===== config.mk =====
export PLATFORM = sky130hd
export DESIGN_NAME = dpram_arb_flat
export DESIGN_NICKNAME = d
export VERILOG_FILES = /design/src/rtl/dpram_arb_if.sv /design/src/rtl/dpram_arb.sv /design/src/flat_wrapper.sv
export SDC_FILE = /design/constraint.sdc
export NUM_CORES = 1
export LEC_CHECK = 0
export BUFFER_PORTS_ARGS = -buffer_cell sky130_fd_sc_hd__buf_4
export CORE_AREA = 2 2 74 76
export CTS_BUF_LIST = sky130_fd_sc_hd__clkbuf_4
export DETAILED_ROUTE_END_ITERATION = 16
export DIE_AREA = 0 0 76 78
export GPL_TIMING_DRIVEN = 0
export SETUP_SLACK_MARGIN = 0.05
export SLEW_MARGIN = 30
export SYNTH_ARGS = -nofsm -noshare
export SYNTH_HDL_FRONTEND = slang
export SYNTH_SLANG_ARGS = --single-unit

===== constraint.sdc =====
create_clock -name clk -period 1.7 [get_ports clk]
set_input_delay 0.34 -clock clk [delete_from_list [all_inputs] [get_ports clk]]
set_output_delay 0.34 -clock clk [all_outputs]
set_load 0.02 [all_outputs]

===== src/rtl/dpram_arb_if.sv =====
// Requester, response and RAM-side bundle for dpram_arb.
// master = requesters plus RAM model, slave = the arbiter.
interface dpram_arb_if #(
  parameter int WIDTH = 32,
  parameter int ADDR  = 4
);
  logic             req0, lock0, we0, gnt0;
  logic [ADDR-1:0]  addr0;
  logic [WIDTH-1:0] wdata0;
  logic             req1, lock1, we1, gnt1;
  logic [ADDR-1:0]  addr1;
  logic [WIDTH-1:0] wdata1;

  logic             rsp_valid, rsp_id;
  logic [WIDTH-1:0] rsp_data;

  logic             ram_wr_en, ram_rd_en;
  logic [ADDR-1:0]  ram_wr_addr, ram_rd_addr;
  logic [WIDTH-1:0] ram_wr_data, ram_rd_data;

  modport master (
    output req0, lock0, we0, addr0, wdata0,
    output req1, lock1, we1, addr1, wdata1,
    input  gnt0, gnt1, rsp_valid, rsp_id, rsp_data,
    input  ram_wr_en, ram_wr_addr, ram_wr_data, ram_rd_en, ram_rd_addr,
    output ram_rd_data
  );

  modport slave (
    input  req0, lock0, we0, addr0, wdata0,
    input  req1, lock1, we1, addr1, wdata1,
    output gnt0, gnt1, rsp_valid, rsp_id, rsp_data,
    output ram_wr_en, ram_wr_addr, ram_wr_data, ram_rd_en, ram_rd_addr,
    input  ram_rd_data
  );
endinterface


===== src/rtl/dpram_arb.sv =====
// Two-requester RAM arbiter, round-robin with optional locked bursts (DPRAM_ARB_LOCK_EN).
// Grant is combinational, read response 1 cycle later; a losing requester simply stalls.
module dpram_arb #(
  parameter int WIDTH    = 32,
  parameter int ADDR     = 4,
  parameter int MAX_LOCK = 8
) (
  input  logic        clk,
  input  logic        rst,
  dpram_arb_if.slave  bus
);
  logic             prio, prio_nxt;
  logic             gnt_vld, gnt_id, gnt_we;
  logic [ADDR-1:0]  gnt_addr;
  logic [WIDTH-1:0] gnt_wdata;

`ifdef DPRAM_ARB_LOCK_EN
  typedef enum logic [1:0] {IDLE = 2'd0, OWN0 = 2'd1, OWN1 = 2'd2} state_t;
  localparam logic [7:0] MAX_LOCK_C = 8'(MAX_LOCK);

  state_t     state, state_nxt;
  logic [7:0] lock_cnt, cnt_nxt;
  logic       locked_path, gnt_lock;
`else
  logic       unused_lock;
  assign unused_lock = bus.lock0 ^ bus.lock1;
`endif

  always_comb begin
    gnt_vld = bus.req0 | bus.req1;
    gnt_id  = (bus.req0 & bus.req1) ? prio : bus.req1;
`ifdef DPRAM_ARB_LOCK_EN
    // An owner that still holds its lock keeps the RAM; the other side waits.
    locked_path = ((state == OWN0) && bus.lock0) || ((state == OWN1) && bus.lock1);
    if (locked_path) begin
      gnt_id  = (state == OWN1);
      gnt_vld = gnt_id ? bus.req1 : bus.req0;
    end
`endif
    if (rst) gnt_vld = 1'b0;
  end

  always_comb begin
    gnt_we    = gnt_id ? bus.we1    : bus.we0;
    gnt_addr  = gnt_id ? bus.addr1  : bus.addr0;
    gnt_wdata = gnt_id ? bus.wdata1 : bus.wdata0;
  end

  assign bus.gnt0        = gnt_vld & ~gnt_id;
  assign bus.gnt1        = gnt_vld &  gnt_id;
  assign bus.ram_wr_en   = gnt_vld &  gnt_we;
  assign bus.ram_rd_en   = gnt_vld & ~gnt_we;
  assign bus.ram_wr_addr = gnt_addr;
  assign bus.ram_wr_data = gnt_wdata;
  assign bus.ram_rd_addr = gnt_addr;
  assign bus.rsp_data    = bus.ram_rd_data;

  assign prio_nxt = gnt_vld ? ~gnt_id : prio;

`ifdef DPRAM_ARB_LOCK_EN
  always_comb begin
    state_nxt = state;
    cnt_nxt   = lock_cnt;
    gnt_lock  = gnt_id ? bus.lock1 : bus.lock0;
    if (locked_path) begin
      if (gnt_vld) begin
        // Burst cap reached: hand back to arbitration so the other side gets a turn.
        if (lock_cnt + 8'd1 == MAX_LOCK_C) begin
          state_nxt = IDLE;
          cnt_nxt   = 8'd0;
        end else begin
          cnt_nxt   = lock_cnt + 8'd1;
        end
      end
    end else if (gnt_vld && gnt_lock) begin
      state_nxt = gnt_id ? OWN1 : OWN0;
      cnt_nxt   = 8'd1;
    end else begin
      state_nxt = IDLE;
      cnt_nxt   = 8'd0;
    end
  end
`endif

  always_ff @(posedge clk) begin
    if (rst) begin
      prio          <= 1'b0;
      bus.rsp_valid <= 1'b0;
      bus.rsp_id    <= 1'b0;
`ifdef DPRAM_ARB_LOCK_EN
      state         <= IDLE;
      lock_cnt      <= 8'd0;
`endif
    end else begin
      prio          <= prio_nxt;
      bus.rsp_valid <= gnt_vld & ~gnt_we;
      bus.rsp_id    <= gnt_id;
`ifdef DPRAM_ARB_LOCK_EN
      state         <= state_nxt;
      lock_cnt      <= cnt_nxt;
`endif
    end
  end
endmodule


===== src/flat_wrapper.sv =====
// flat-port wrapper written by rule: the top's interface ports become plain ports
module dpram_arb_flat 
#(
  parameter int WIDTH    = 32,
  parameter int ADDR     = 4,
  parameter int MAX_LOCK = 8
)
  (clk, rst, bus_req0, bus_lock0, bus_we0, bus_addr0, bus_wdata0, bus_req1, bus_lock1, bus_we1, bus_addr1, bus_wdata1, bus_gnt0, bus_gnt1, bus_rsp_valid, bus_rsp_id, bus_rsp_data, bus_ram_wr_en, bus_ram_wr_addr, bus_ram_wr_data, bus_ram_rd_en, bus_ram_rd_addr, bus_ram_rd_data);
  dpram_arb_if #(.WIDTH(WIDTH), .ADDR(ADDR)) bus_i ();
  input  logic clk;
  input  logic rst;
  input wire logic [$bits(bus_i.req0)-1:0] bus_req0;
  input wire logic [$bits(bus_i.lock0)-1:0] bus_lock0;
  input wire logic [$bits(bus_i.we0)-1:0] bus_we0;
  input wire logic [$bits(bus_i.addr0)-1:0] bus_addr0;
  input wire logic [$bits(bus_i.wdata0)-1:0] bus_wdata0;
  input wire logic [$bits(bus_i.req1)-1:0] bus_req1;
  input wire logic [$bits(bus_i.lock1)-1:0] bus_lock1;
  input wire logic [$bits(bus_i.we1)-1:0] bus_we1;
  input wire logic [$bits(bus_i.addr1)-1:0] bus_addr1;
  input wire logic [$bits(bus_i.wdata1)-1:0] bus_wdata1;
  output wire logic [$bits(bus_i.gnt0)-1:0] bus_gnt0;
  output wire logic [$bits(bus_i.gnt1)-1:0] bus_gnt1;
  output wire logic [$bits(bus_i.rsp_valid)-1:0] bus_rsp_valid;
  output wire logic [$bits(bus_i.rsp_id)-1:0] bus_rsp_id;
  output wire logic [$bits(bus_i.rsp_data)-1:0] bus_rsp_data;
  output wire logic [$bits(bus_i.ram_wr_en)-1:0] bus_ram_wr_en;
  output wire logic [$bits(bus_i.ram_wr_addr)-1:0] bus_ram_wr_addr;
  output wire logic [$bits(bus_i.ram_wr_data)-1:0] bus_ram_wr_data;
  output wire logic [$bits(bus_i.ram_rd_en)-1:0] bus_ram_rd_en;
  output wire logic [$bits(bus_i.ram_rd_addr)-1:0] bus_ram_rd_addr;
  input wire logic [$bits(bus_i.ram_rd_data)-1:0] bus_ram_rd_data;
  assign bus_i.req0 = bus_req0;
  assign bus_i.lock0 = bus_lock0;
  assign bus_i.we0 = bus_we0;
  assign bus_i.addr0 = bus_addr0;
  assign bus_i.wdata0 = bus_wdata0;
  assign bus_i.req1 = bus_req1;
  assign bus_i.lock1 = bus_lock1;
  assign bus_i.we1 = bus_we1;
  assign bus_i.addr1 = bus_addr1;
  assign bus_i.wdata1 = bus_wdata1;
  assign bus_gnt0 = bus_i.gnt0;
  assign bus_gnt1 = bus_i.gnt1;
  assign bus_rsp_valid = bus_i.rsp_valid;
  assign bus_rsp_id = bus_i.rsp_id;
  assign bus_rsp_data = bus_i.rsp_data;
  assign bus_ram_wr_en = bus_i.ram_wr_en;
  assign bus_ram_wr_addr = bus_i.ram_wr_addr;
  assign bus_ram_wr_data = bus_i.ram_wr_data;
  assign bus_ram_rd_en = bus_i.ram_rd_en;
  assign bus_ram_rd_addr = bus_i.ram_rd_addr;
  assign bus_i.ram_rd_data = bus_ram_rd_data;
  dpram_arb #(.WIDTH(WIDTH), .ADDR(ADDR), .MAX_LOCK(MAX_LOCK)) u_core (.clk(clk), .rst(rst), .bus(bus_i));
endmodule

# Word-level counts from Yosys, hierarchy flattened
# Index checks and enable logic that the tools add are counted.
totals:
  ff_bits: 3
  input_bits: 112
  elab_cells: 16
op_classes:
  muxes: 5
  n_bitwise: 8
op_table:
  columns: ["op", "count"]
  rows:
  - ["$mux W32", 1]
  - ["$and A1 B1 Y1", 5]
  - ["$mux W4", 1]
  - ["$mux W1", 3]
  - ["$not A1 Y1", 2]
  - ["$or A1 B1 Y1", 1]

# Logic depth before layout (Yosys ltp)
logic_depth:
  ltp_word: 5
  depth_mapped: 5

# Worst setup path before layout
# Ideal clock, no wire load.
synth_path:
  path_kind: "reg-to-output"
  from: "reg u_core.prio"
  to: "out bus_ram_wr_addr[3]"
  arrival_time_ns: 1.238
  t_required_ns: 1.360
  slack_ns: 0.122
  path_stages_with_launch: 6
  path_buffers: 2
  path_cell_list: "dfxtp_1 -> nand2b_4 -> nand2_4 -> buf_6 -> mux2_2 -> buf_4"
synth_between:
  elab_chain_cells: 2
synth_rtl:
  columns: ["element", "line_no", "rtl"]
  rows:
  - ["start: declaration", "dpram_arb.sv:12", "logic prio, prio_nxt;"]
  - ["start signal: assignment", "dpram_arb.sv:95", "prio <= prio_nxt;"]
  - ["$mux W1", "dpram_arb.sv:31", "gnt_id = (bus.req0 & bus.req1) ? prio : bus.req1;"]
  - ["$mux W4", "dpram_arb.sv:45", "gnt_addr = gnt_id ? bus.addr1 : bus.addr0;"]
  - ["end: declaration", "flat_wrapper.sv:28", "output wire logic [$bits(bus_i.ram_wr_addr)-1:0] bus_ram_wr_addr;"]
# Every way passes these cells.

# Worst setup path after layout
layout_path:
  from: "reg u_core.prio"
  to: "out bus_ram_wr_addr[0]"
# The elaborated chain is that of the path after synthesis.

==> flow_summary_export.csv <==
group,metric,value,unit
global_route,grt-busiest-layer,"met2",
timing,period_needed,1822,ps
detailed_routing,post_drt_wl_per_cell,12.52,um
cells_and_area,insertedDiodeCount,0,
cells_and_area,area_delta_synth_final,171.4,%
logic_synthesis,yosys_warnings,0,
clock_tree,clk_pin_slew_worst_paths,40,ps
detailed_routing,via_per_inst,3.921,
timing,max_slew.worst_pin.slew,355.7,ps
clock_tree,cts-root-buf,"clkbuf_4",
global_route,overflow,0,
timing,fmax,548.8,MHz
detailed_routing,wl,4118,um
worst_setup_path,critPathBufInv,3,
logic_synthesis,syn_area_per_cell,9.259,um2
clock_tree,cts_buffer_depth,2,
cells_and_area,fin_util,0.4734,
logic_synthesis,ys_types,14,
timing,tns,-3202,ps
timing,slew_headroom,0.7629,
logic_synthesis,syn-cell-area,879.6,um2
timing,whs,345.7,ps
timing,fin_ws,-122.0,ps
clock_tree,cts_max_level,1,
timing,hold_viol,0,
detailed_routing,drtIter0Drc,21,
global_route,grt_pass1_wl,6037,um
hold_path,hold_path_class,"in2reg",
placed_design,port_buffers,154,
placed_design,dp_worst_setup_slack,-67.35,ps
timing,slew_violations,0,
worst_setup_path,crit_slowest_cell,"mux2_4",
worst_setup_path,startpoint_type,"register",
detailed_routing,drt_first_pass_iters,2,
clock_tree,clkLatencyLatePin,230,ps
global_route,grt_antenna_before_repair,0,
worst_setup_path,worst_path_most_repeated_cell,"buf_6",
global_route,grt.met1_usage,0.1224,
detailed_routing,remaining_drc_errors,0,
clock_tree,cts_inserted_buffers,3,
detailed_routing,postRouteAntennaNets,0,
worst_setup_path,cp-end-kind,"primary output",
floorplan,core_area,5042,um2
floorplan,pin_count,190,
pwr,fin_total_pwr,1043,uW
pwr,p_leak,0.001307,uW
floorplan,rows,26,
global_route,grt.met2_usage,0.2438,
logic_synthesis,synth_nets,207,
clock_tree,cts_tree,"built",
floorplan,die-area,5928,um2
placed_design,dp_hpwl,3299,um
worst_setup_path,crit_fanout,8,
worst_setup_path,critical_path_arrival,1480,ps
worst_setup_path,path_cells,"nand2b_4 > nand2_8 > buf_12 > mux2_4 > buf_6 > buf_6",
cells_and_area,nets,372,
placed_design,place_congestion,0.7257,
logic_synthesis,postSynthCellCount,95,
timing,report.final.setup_viol,41,
cells_and_area,layout_common_cells,"171 x buf_4, 26 x buf_6, 21 x mux2_2, 15 x mux2_4, 4 x clkbuf_4",
global_route,grt_max_degree,11,
worst_setup_path,critPathMaxStageDelay,320,ps
cells_and_area,drive_gt1_frac,0.9459,
global_route,met3_usage,0.05000,
timing,rsz0062_at_grt,"true",
worst_setup_path,critPathKind,"reg2out",
global_route,grt_pass1_vias,1333,
run_status,violations,"negative setup slack",
global_route,grtUsageTotal,0.1236,
worst_setup_path,required,1360,ps
worst_setup_path,cpLargestDelayFamily,"buffers and inverters",
pwr,p_per_area,436.7,nW/um2
floorplan,fp.dieH,78,um
detailed_routing,vias,1290,
timing,skew,2.867,ps
cells_and_area,layout_commonest_cell,"buf_4",
logic_synthesis,yosysSeqAreaShare,0.06828,
job,cap_viol_max_count,0,
floorplan,die_x,76,um
timing,period_share,1.072,
logic_synthesis,ys_ff_latch,3,
clock_tree,cts.sinks,3,
run_status,status,"complete, but fails checks",
pwr,ir_drop,0.2036,mV
floorplan,initial_core_util,0.1744,
## through the flow
step / area, um2 / cells
after CTS: 2362 / 329
after floorplan: 879.6 / 95
final: 2387 / 329
after detailed placement: 2123 / 319
after global routing: 2387 / 329
after global placement: 2123 / 319
## power by group
group          total, uW  switching (uW)  internal [uW]
Sequential          77.4            1.66           75.8
Clock                142            38.1            104
Combinational        823             339            485
## synthesized netlist by cell type, drive strengths merged
master / count / area share
nand2b: 1 / 0.016
or2: 1 / 0.0071
nor2: 3 / 0.013
mux2: 36 / 0.46
dfxtp: 3 / 0.068
a21oi: 2 / 0.011
nand3: 2 / 0.011
nand2: 3 / 0.021
or2b: 1 / 0.0085
o32ai: 2 / 0.020
buf: 41 / 0.36
## registers in the layout, summed over array words and instances (netlist names)
signal / count
u_core.bus.rsp_valid: 1
u_core.bus.rsp_id: 1
u_core.prio: 1
## metal layers
layer | routed length [um] | up-vias
met1 | 1366 | 558
met3 | 540 | 0
li1 | - | 618
met5 | 0 | -
met4 | 0 | 0
met2 | 2212 | 114
## area by class of cell
class | count | area (um2)
Fill cell | 508 | 2655
Timing Repair Buffer | 160 | 1289
Multi-Input combinational cell | 51 | 573.1
Buffer | 41 | 346.6
Tap cell | 70 | 87.58
Sequential cell | 3 | 61.31
Clock buffer | 4 | 30.03
## path summary, 6_finish.rpt
| kind | cells past startpoint | slack (ps) | start | to |
|---|---|---|---|---|
| max | 6 | -120 | u_core.prio | bus_ram_wr_addr[0] |
| min | 2 | 350 | bus_we1 | u_core.bus.rsp_valid |
| max reg2reg | 5 | 550 | u_core.prio | u_core.bus.rsp_valid |
| min reg2reg | 3 | 690 | u_core.prio | u_core.prio |
## cell families after synthesis
family	synth area share
flops	0.06828
mux	0.4609
simple gates	0.07682
compound gates	0.03130
buf+inv	0.3627
## what timing repair did
action,in CTS,in global routing
setup buffers,6,0
resized for setup,40,5
pin swaps,1,0
hold buffers,0,0
setup endpoints to repair,41,41
Note: power is estimated with default switching activity, not from simulation.
